## config.mk

```make
export PLATFORM = sky130hd
export DESIGN_NAME = fifo_wr_arbiter
export DESIGN_NICKNAME = d
export VERILOG_FILES = /design/src/rtl/fifo_arb_pkg.sv /design/src/rtl/rr_prio_enc.sv /design/src/rtl/fifo_wr_arbiter.sv
export SDC_FILE = /design/constraint.sdc
export NUM_CORES = 1
export LEC_CHECK = 0
export CORE_MARGIN = 10
export CORE_UTILIZATION = 29
export CTS_BUF_LIST = sky130_fd_sc_hd__clkbuf_2
export DETAILED_ROUTE_END_ITERATION = 12
export GPL_TIMING_DRIVEN = 0
export PLACE_DENSITY = 0.78
export RECOVER_POWER = 25
export SKIP_LAST_GASP = 1
export SLEW_MARGIN = 20
export SYNTH_ARGS = -nofsm -noshare
export SYNTH_HDL_FRONTEND = slang
export SYNTH_SLANG_ARGS = --single-unit
export TNS_END_PERCENT = 50
```

## constraint.sdc

```tcl
create_clock -name clk_i -period 2.5 [get_ports clk_i]
set_input_delay 0.75 -clock clk_i [delete_from_list [all_inputs] [get_ports clk_i]]
set_output_delay 0.75 -clock clk_i [all_outputs]
set_load 0.02 [all_outputs]
```

## src/rtl/fifo_arb_pkg.sv

```systemverilog
// fifo_arb_pkg: shared types and sizing helpers for the FIFO write-side arbiter
// Contents: arbitration state enum, FIFO data width default, ID width helper.
package fifo_arb_pkg;
  typedef enum logic {ARB, LOCK} arb_state_t;
  localparam int FIFO_DATA_W = 5;
  function automatic int id_w(input int n);
    return (n > 1) ? $clog2(n) : 1;
  endfunction
endpackage

```

## src/rtl/rr_prio_enc.sv

```systemverilog
// rr_prio_enc: rotating-priority encoder, finds first set req bit at or above rr_ptr (mod REQ_N)
// Ports: req (request vector), rr_ptr (search start), found (any request), idx (winner index, 0 when none).
module rr_prio_enc #(
  parameter int REQ_N = 4,
  parameter int ID_W = 2
) (
  input  logic [REQ_N-1:0] req,
  input  logic [ID_W-1:0]  rr_ptr,
  output logic             found,
  output logic [ID_W-1:0]  idx
);
  always_comb begin
    int j;
    j = 0;
    found = |req;
    idx = '0;
    // Walk offsets from highest to lowest so the nearest request to rr_ptr is written last.
    for (int i = REQ_N - 1; i >= 0; i--) begin
      j = (int'(rr_ptr) + i) % REQ_N;
      if (req[j[ID_W-1:0]]) idx = j[ID_W-1:0];
    end
  end
endmodule

```

## src/rtl/fifo_wr_arbiter.sv

```systemverilog
// fifo_wr_arbiter: round-robin arbiter sharing one FIFO write port among REQ_N valid/ready producers
// Ports: clk_i, a_rst_n_i (async active-low), req_valid_i/req_data_i/req_ready_o (producers),
//        fifo_wr_req_o/fifo_wr_data_o/fifo_full_i (FIFO side), grant_id_o (current winner).
// Option: define FIFO_ARB_BURST_EN to hold a grant for up to BURST_MAX consecutive beats.
module fifo_wr_arbiter
  import fifo_arb_pkg::*;
#(
  parameter int REQ_N = 4,
  parameter int DATA_W = FIFO_DATA_W,
  parameter int BURST_MAX = 4,
  localparam int ID_W = id_w(REQ_N)
) (
  input  logic                    clk_i,
  input  logic                    a_rst_n_i,
  input  logic [REQ_N-1:0]        req_valid_i,
  input  logic [REQ_N*DATA_W-1:0] req_data_i,
  output logic [REQ_N-1:0]        req_ready_o,
  output logic                    fifo_wr_req_o,
  output logic [DATA_W-1:0]       fifo_wr_data_o,
  input  logic                    fifo_full_i,
  output logic [ID_W-1:0]         grant_id_o
);
  logic [ID_W-1:0] rr_ptr, enc_idx, winner, nxt_ptr;
  logic enc_found, win_valid;
  rr_prio_enc #(.REQ_N(REQ_N), .ID_W(ID_W)) u_enc (
    .req(req_valid_i),
    .rr_ptr(rr_ptr),
    .found(enc_found),
    .idx(enc_idx)
  );
`ifdef FIFO_ARB_BURST_EN
  localparam int CNT_W = $clog2(BURST_MAX + 1);
  arb_state_t state;
  logic [ID_W-1:0] lock_id;
  logic [CNT_W-1:0] burst_cnt;
  assign winner = (state == LOCK) ? lock_id : enc_idx;
  assign win_valid = (state == LOCK) ? req_valid_i[lock_id] : enc_found;
`else
  assign winner = enc_idx;
  assign win_valid = enc_found;
`endif
  // Full gates the strobe directly: the FIFO writes memory on wr_req even when full.
  assign fifo_wr_req_o = win_valid && !fifo_full_i;
  assign fifo_wr_data_o = win_valid ? req_data_i[winner*DATA_W +: DATA_W] : '0;
  assign grant_id_o = win_valid ? winner : '0;
  assign req_ready_o = fifo_wr_req_o ? (REQ_N'(1) << winner) : '0;
  assign nxt_ptr = (winner == ID_W'(REQ_N - 1)) ? '0 : winner + 1'b1;
`ifdef FIFO_ARB_BURST_EN
  // In LOCK the winner is lock_id, so nxt_ptr is lock_id+1 on both burst end and early drop.
  always_ff @(posedge clk_i or negedge a_rst_n_i) begin
    if (!a_rst_n_i) begin
      state <= ARB;
      lock_id <= '0;
      burst_cnt <= '0;
      rr_ptr <= '0;
    end else if (!fifo_full_i) begin
      if (state == ARB) begin
        if (fifo_wr_req_o) begin
          if (BURST_MAX > 1) begin
            state <= LOCK;
            lock_id <= winner;
            burst_cnt <= CNT_W'(1);
          end else rr_ptr <= nxt_ptr;
        end
      end else if (fifo_wr_req_o && burst_cnt != CNT_W'(BURST_MAX - 1)) begin
        burst_cnt <= burst_cnt + 1'b1;
      end else begin
        state <= ARB;
        rr_ptr <= nxt_ptr;
        burst_cnt <= '0;
      end
    end
  end
`else
  always_ff @(posedge clk_i or negedge a_rst_n_i) begin
    if (!a_rst_n_i) rr_ptr <= '0;
    else if (fifo_wr_req_o) rr_ptr <= nxt_ptr;
  end
`endif
  a_no_write_when_full: assert property (@(posedge clk_i) disable iff (!a_rst_n_i) !(fifo_wr_req_o && fifo_full_i));
endmodule

```

Word level (Yosys, flattened, before mapping) --
Cells that the tools add are included.
Cells by class: $add $sub $neg 4, $mul 1, div/mod/pow operators 0, $lt $le $gt $ge 4, equality and inequality tests 1, shift operators 2, multiplexer cells 16, bitwise operators 0, reduce and logical (&&, ||, !) cells 3
Operator list (count):
- $shiftx 20x6->5 | 1
- $lt 2x3->1 const B | 4
- $mux 2 | 6
- $bmux 1 s2 | 4
- $mul 2x3->5 const B | 1
- $mux 5 | 1
- $add 2x1->2 const B | 2
- $add 2x2->2 const B | 2
- $mux 1 | 4
- $mux 4 | 1
- $reduce_or 4->1 | 1
- $shl 1x2->4 const A | 1
- $eq 2x2->1 const B | 1
- $logic_and 1x1->1 | 1
- $logic_not 1->1 | 1
Word-level totals: register bits after elaboration 2, latch bits 0, bits in writable memories 0, bits in read-only memories 0, input bits 27, output and inout port bits 12, logic and storage cells 32, memories kept 0

Longest topological paths before layout --
Gate-level depths: netlist of the first run.
word-level depth 10, mapped depth 8, gate-level depth less buffers 6

Hierarchy --
Synthesis of the first run repeated with hierarchy kept, for this count alone.
Second synthesis, totals: cells, all modules 50, area, all modules 425.4 µm²
By module, submodules not included:
- fifo_wr_arbiter | instances 1, cells an instance 37, area an instance 347.8 µm², seq. area each 50.0 µm²
- rr_prio_enc | instances 1, cells an instance 13, area an instance 77.6 µm², seq. area each 0.0 µm²

Worst setup path after synthesis of the first run --
OpenSTA, ideal clock, no wires.
kind input port to output port, from input req_valid_i[2], to output req_ready_o[3], data arrival time 1.832 ns, data required time 1.750 ns, setup slack -0.082 ns, cell stages on the path 7, buffers on the path 1, path through mux2i_1 nor2_1 or3_1 buf_2 inv_1 ha_1 and2_1
Between the ends: longest elaborated chain between the ends 8, elaborated cells on any way between the ends 16, classes of those cells 1 x shift; 13 x mux; 2 x reduce/logical
RTL lines:
- start, declared | RTL line fifo_wr_arbiter.sv:15 | input logic [REQ_N-1:0] req_valid_i,
- $bmux 1 s2 | RTL line rr_prio_enc.sv:20 | if (req[j[ID_W-1:0]]) idx = j[ID_W-1:0];
- $mux 1 (not written as such) | RTL line rr_prio_enc.sv:20
- $mux 2 (4 in a row) | RTL line rr_prio_enc.sv:20
- $shl 1x2->4 | RTL line fifo_wr_arbiter.sv:46 | assign req_ready_o = fifo_wr_req_o ? (REQ_N'(1) << winner) : '0;
- $mux 4 (*) | RTL line fifo_wr_arbiter.sv:46
- end, declared | RTL line fifo_wr_arbiter.sv:17 | output logic [REQ_N-1:0] req_ready_o,
Every way passes the cells marked *; elsewhere a longest branch is shown, timed or not. The select of a mux whose other input is x is not followed.

Worst setup path after layout of the first run --
from input req_valid_i[0], to output req_ready_o[3]
Same word-level chain as after synthesis.

==> summary.txt, run 1 <==
Die W = 59.4 um
DRC = 0
Layout area overhead = 150%
Final worst slack = -250 ps
Status = finished with violations
Largest register FFs = 2
CTS tree = done
CP startpoint kind = primary input
Worst setup path category = primary input to output port
CTS root buffer = clkbuf_2
Reg clk slew, reported paths = 30 ps
FF-to-FF Start = rr_ptr[1]
CTS Hold Bufs = 0
CTS HTree Levels = 1
Worst Path Required = 1750 ps
Die height = 59.4 um
Number of global-route vias before repair = 651
Yosys warnings = 0
Vias = 601
Reg-to-reg slack, setup = 580 ps
Sequential area share after synthesis = 11.1%
Gr usage total = 12.0%
DRT Pass-1 Iters = 4
Post-DP HPWL = 1.43 mm
I/O Pins = 39
Post-Syn Instances = 54
Die ar. = 3530 sq um
Initial Utilization = 30.3%
Min-Delay Path Class = flip-flop to flip-flop
Vias per cell = 5.01
Post-Place Cells = 108
# nets final = 137
Worst skew pair latency = 190 ps
Core Region = 1490 sq um
Total CTS buffers = 3
Cells on worst reg2reg path = 7
Slew Viols, Final = 0
VDD IR max = 0.446 mV
Port Buf Inserts = 38
Fin crit period = 2750 ps
Seq cells post-synth = 2
Max clock buf depth = 2
Synthesized cell area = 450 sq um
First-pass GRT wire length = 3.33 mm
Leak pwr = 0.492 nW
Total gr overflow = 0
Initial DRC count = 6
Prevailing post-synth register cell = dfrtp_1
Ant diodes = 0
Share of cells above drive strength 1 = 52.9%
Initial antenna violation count = 0
Fmax = 0.364 GHz
Hold Path Sink = rr_ptr[0]
Hold Startpoint = rr_ptr[0]
Min Hold Slack = 597 ps
RSZ-0062 raised after global routing = yes
Top Registers = rr_ptr x2
Setup Skew = 3.91 ps
Drt total wl = 2.15 mm
Max-cap violations = 0
DR WL/cell = 18.0 um
Worst slack, placed = -1300 ps
Hold path cells = 2
GP Congestion = 0.727
Slew HR = 76.2%
Largest net degree at the start of global routing = 9
Failing checks = setup timing
Power per Cell Area = 778 nW/um^2
Fraction of registers with async set/reset = 100%
Synthesized area per cell = 8.34 sq um
Synth cell types = 22
Post-DRT Antenna Nets = 0
Biggest register = rr_ptr
Post-synth EDFFs = 0
Worst Path Arrival = 2000 ps
Setup crit end kind = output port
Post-synth net total = 85
Least-Margin Pin Slew = 356 ps
Endpoints failing setup = 12
Site Rows = 14
Period utilisation layout = 110%
Worst R2R End = rr_ptr[1]
Crit path max fanout = 5
Finished Cell Area = 1120 sq um
Non-filler instance count after layout = 120
Cell Area, Placed = 873 sq um
Fin Setup TNS = -2420 ps
Hold Vio Cnt, Final = 0
Clk sinks = 2
[how the worst max path moves through the flow]
stage,start,endpoint,slack [ps],cells past startpoint
detailed placement,req_valid_i[0],fifo_wr_data_o[3],-1300,6
finish,req_valid_i[0],req_ready_o[3],-250,9
CTS,req_valid_i[2],req_ready_o[3],-250,9
global route,req_valid_i[0],req_ready_o[0],-290,9
floorplan,req_valid_i[0],fifo_wr_data_o[3],-60,7
global placement,req_valid_i[0],fifo_wr_data_o[3],-1250,6
[repair_timing]
item / in CTS / in global routing
setup endpoints to repair: 12 / 12
cloned: 2 / 0
pin swaps: 10 / 5
resized for setup: 103 / 9
setup buffers: 7 / 1
[synth_stat cells, types with 2 or more instances]
library cell   n  share of area (%)
nand2_1        2                1.7
a21oi_1        2                2.2
and2_1         4                5.6
o22ai_1        5                6.9
inv_1          5                4.2
mux2i_1       11                 24
dfrtp_1        2                 11
a21oi_2        2                3.9
nor2_1         5                4.2
ha_1           4                 11
[cells by family (layout without fill, tap and decap cells)]
kind of cell	after synthesis	in the layout	share of synthesized area (%)
adder cells (fa/ha/maj)	4	4	11.1
buffers and inverters	8	58	11.1
AO/OA/AOI/OAI	15	15	25.6
flip-flops	2	2	11.1
AND/OR/NAND/NOR	13	13	14.2
multiplexers	12	12	26.9
[layout by cell type, fill, tap and decap left out]
cell type	instances
o2bb2a_4	1
nand2_1	2
a21oi_2	3
a211oi_2	1
buf_4	6
nand2b_1	1
dlygate4sd3_1	1
o21ai_0	1
inv_6	1
dfrtp_1	2
inv_1	3
ha_4	4
mux2i_4	1
or3_4	1
nor2_1	5
buf_6	13
buf_16	1
and2_4	4
buf_12	1
buf_8	3
o22ai_2	5
o21ai_2	1
mux2i_2	3
clkbuf_2	4
o21ai_1	1
clkdlybuf4s50_1	22
o2bb2a_1	1
inv_2	1
mux2_2	1
dlygate4sd2_1	2
mux2i_1	7
a21oi_1	1
[per-stage QoR]
| stage | total power, mW | utilization [%] |
|---|---|---|
| 2_1_floorplan | 0.391 | - |
| 5_1_grt | 0.931 | 75.5 |
| 3_5_place_dp | 0.595 | 58.7 |
| 4_1_cts | 0.828 | 72.9 |
| 3_3_place_gp | 0.586 | 58.7 |
| 6_report | 0.875 | 75.5 |
[report_power, final]
| part | leakage [nW] | switching (mW) | internal (mW) |
|---|---|---|---|
| Combinational | 0.456 | 0.334 | 0.425 |
| Clock | 0.0125 | 0.0175 | 0.0319 |
| Sequential | 0.0237 | 0.0214 | 0.0454 |
[critical path: stages]
cell and delay [ps]:
buf_8 110, mux2i_1 110, nor2_1 70, or3_4 380, buf_8 150, inv_6 60
ha_4 110, and2_4 130, buf_6 110
[area by class of cell]
class / count / area, sq um
tap: 16 / 20.0
sequential: 2 / 50.0
inverter: 5 / 23.8
buffer: 2 / 35.0
timing repair buffer: 48 / 502
fill: 91 / 364
multi-input combinational: 44 / 479
clock buffer: 3 / 15.0
[per-layer routing]
metal	up-vias	global-route usage, %	wire length, um
met5	-	0	0
met4	0	4.59	21
met3	2	4.72	179
met2	26	21.4	1110
met1	278	12.2	847
li1	295	-	-
(Power assumes the default switching activity.)
==> inputs of run 2 (changes only) <==
--- a/config.mk
+++ b/config.mk
@@ -5,6 +5,7 @@
 export SDC_FILE = /design/constraint.sdc
 export NUM_CORES = 1
 export LEC_CHECK = 0
+export ABC_CLOCK_PERIOD_IN_PS = 2500
 export CORE_MARGIN = 10
 export CORE_UTILIZATION = 29
 export CTS_BUF_LIST = sky130_fd_sc_hd__clkbuf_2
@@ -17,4 +18,4 @@
 export SYNTH_ARGS = -nofsm -noshare
 export SYNTH_HDL_FRONTEND = slang
 export SYNTH_SLANG_ARGS = --single-unit
-export TNS_END_PERCENT = 50
+export TNS_END_PERCENT = 30
==> run 2 against run 1 <==
Compared with the run above: the run still ends with setup timing left; utilization decreased by 7.1 points; critical path depth unchanged; non-clock buffer count decreased by 5; clock skew decreased by 2.6 ps; sequential share of layout area increased by 0.58 points; cell area decreased by 9.3%; cell count decreased by 4.2%; die area unchanged; clock power about the same; critical path type unchanged.
==> summary.txt, run 2 (synthesis results as in run 1) <==
Hold path cells = 2 (unchanged)
Met1 usage = 11.0% (was 12.2%)
First-pass GRT wire length = 2.88 mm (was 3.33 mm)
# nets final = 132 (was 137)
Crit path max fanout = 5 (unchanged)
Die height = 59.4 um (unchanged)
Min Hold Slack = 594 ps (was 597 ps)
Area of the multi-input gates = 449 sq um (was 479 sq um)
CP startpoint kind = primary input (unchanged)
Fmax = 0.365 GHz (was 0.364 GHz)
CTS tree = done (unchanged)
GRT met2 Usage = 18.6% (was 21.4%)
Status = finished with violations (unchanged)
GP Congestion = 0.726 (was 0.727)
Fin crit period = 2740 ps (was 2750 ps)
Cells on worst reg2reg path = 7 (unchanged)
Worst skew pair latency = 190 ps (about the same)
Initial antenna violation count = 0 (unchanged)
Min-Delay Path Class = flip-flop to flip-flop (unchanged)
Least-Margin Pin Slew = 404 ps (was 356 ps)
Layout area overhead = 126% (was 150%)
Drt total wl = 1.89 mm (was 2.15 mm)
Reported net switching power = 335 uW (was 373 uW)
Number of global-route vias before repair = 592 (was 651)
Initial Utilization = 30.3% (unchanged)
Core Region = 1490 sq um (unchanged)
VDD IR max = 0.419 mV (was 0.446 mV)
CP most frequent cell = buf_8 (unchanged)
Cells along the critical path = buf_8 -> mux2i_4 -> nor2_2 -> or3_4 -> buf_8 -> inv_6 -> ha_4 -> and2_4 -> buf_6 (was buf_8 -> mux2i_1 -> nor2_1 -> or3_4 -> buf_8 -> inv_6 -> ha_4 -> and2_4 -> buf_6)
Internal = 417 uW (was 502 uW)
WP depth = 9 (unchanged)
Crit-path slowest cell = or3_4 (unchanged)
Total gr overflow = 0 (unchanged)
Biggest register = rr_ptr (unchanged)
Most crowded layer after global routing = met2 (unchanged)
CTS HTree Levels = 1 (unchanged)
Leak pwr = 0.447 nW (was 0.492 nW)
Cell family with most CP delay = simple AND/OR/NAND/NOR gates (unchanged)
Final Power = 752 uW (was 875 uW)
Max-cap violations = 0 (unchanged)
Endpoints failing setup = 11 (was 12)
Die W = 59.4 um (unchanged)
# fillers = 113 (was 91)
Clk sinks = 2 (unchanged)
RSZ-0062 raised after global routing = yes (unchanged)
Vias = 576 (was 601)
Final core utilization = 68.5% (was 75.5%)
Site Rows = 14 (unchanged)
Setup crit end kind = output port (unchanged)
Ant diodes = 0 (unchanged)
CTS root buffer = clkbuf_2 (unchanged)
Seq pwr share = 9.6% (was 7.6%)
Total CTS buffers = 3 (unchanged)
Final worst slack = -240 ps (was -250 ps)
Met3 usage = 3.22% (was 4.72%)
Port Buf Inserts = 38 (unchanged)
Clock power frac = 6.6% (was 5.6%)
Area occupied by registers = 51.3 sq um (was 50.0 sq um)
Bufs and invs on worst path = 4 (unchanged)
Slew Viols, Final = 0 (unchanged)
DRT Pass-1 Iters = 4 (unchanged)
Vias per cell = 5.01 (about the same)
DRC = 0 (unchanged)
Power per Cell Area = 737 nW/um^2 (was 778 nW/um^2)
Top Registers = rr_ptr x2 (unchanged)
Slew HR = 73.0% (was 76.2%)
Post-DP HPWL = 1.43 mm (about the same)
Worst Path Arrival = 1990 ps (was 2000 ps)
Fin Setup TNS = -2230 ps (was -2420 ps)
Share of cells above drive strength 1 = 46.5% (was 52.9%)
Worst setup path category = primary input to output port (unchanged)
Reg clk slew, reported paths = 30 ps (about the same)
Setup Skew = 1.32 ps (was 3.91 ps)
Most common cell after layout, fill and taps aside = clkdlybuf4s50_1 (unchanged)
Failing checks = setup timing (unchanged)
Max clock buf depth = 2 (unchanged)
Commonest cells after routing, fill and taps aside = 21 x clkdlybuf4s50_1, 8 x mux2i_1, 6 x buf_4 (was 22 x clkdlybuf4s50_1, 13 x buf_6, 7 x mux2i_1)
I/O Pins = 39 (unchanged)
Gr usage total = 10.4% (was 12.0%)
DR WL/cell = 16.4 um (was 18.0 um)
Switching share of total power = 44.5% (was 42.6%)
Largest register FFs = 2 (unchanged)
Period utilisation layout = 110% (about the same)
Worst Path Required = 1750 ps (about the same)
Hold Vio Cnt, Final = 0 (unchanged)
Initial DRC count = 9 (was 6)
Combinational power share = 83.8% (was 86.7%)
Critical Path Max Stage Delay = 370 ps (was 380 ps)
Largest net degree at the start of global routing = 9 (unchanged)
Die ar. = 3530 sq um (unchanged)
Post-DRT Antenna Nets = 0 (unchanged)
[run 2: final cells by class]
| type | instances | share of cell area, % |
|---|---|---|
| Buffer | 2 | 3.44 |
| Clock buffer | 3 | 1.47 |
| Inverter | 5 | 2.33 |
| Multi-Input combinational cell | 44 | 44.0 |
| Sequential cell | 2 | 5.03 |
| Tap cell | 16 | 1.96 |
| Timing Repair Buffer | 43 | 41.7 |
[run 2: tightest hold or removal path: stages (launching register included)]
cell	delay, ps
dfrtp_1	340
inv_1	80
o21ai_1	130
[run 2: routing by layer]
layer	up-vias	share of wire, %
met5	-	0
met4	0	0
met3	0	8.2
met2	24	49
met1	268	42
li1	284	-
[run 2: per-stage QoR]
step / worst slack [ps] / area, sq um / instances
after floorplan: -59.9 / 467 / 54
after detailed placement: -1180 / 867 / 108
after CTS: -276 / 998 / 115
final: -240 / 1020 / 115
after global routing: -290 / 1020 / 115
after global placement: -1210 / 867 / 108
[run 2: worst paths after layout]
kind	startpoint	to	slack, ps
max	req_valid_i[0]	req_ready_o[3]	-240
min	rr_ptr[0]	rr_ptr[0]	590
max reg2reg	rr_ptr[1]	rr_ptr[1]	600
min reg2reg	rr_ptr[0]	rr_ptr[0]	590
max in group asynchronous	a_rst_n_i	rr_ptr[1]	1570
min in group asynchronous	a_rst_n_i	rr_ptr[0]	790
[run 2: power by group through the flow]
stage / Combinational [mW] / Sequential [mW] / Clock [mW]
floorplan: 0.323 / 0.0618 / 0
global placement: 0.512 / 0.0652 / 0
detailed placement: 0.519 / 0.0653 / 0
CTS: 0.617 / 0.0649 / 0.0538
global route: 0.673 / 0.0765 / 0.0580
finish: 0.630 / 0.0725 / 0.0496
[run 2: repair_timing]
action | in CTS | in global routing
pin swaps | 6 | 3
hold buffers | 0 | 0
cloned | 2 | 0
endpoints found under the setup margin | 12 | 12
setup buffers | 3 | 0
gates resized for setup | 91 | 8
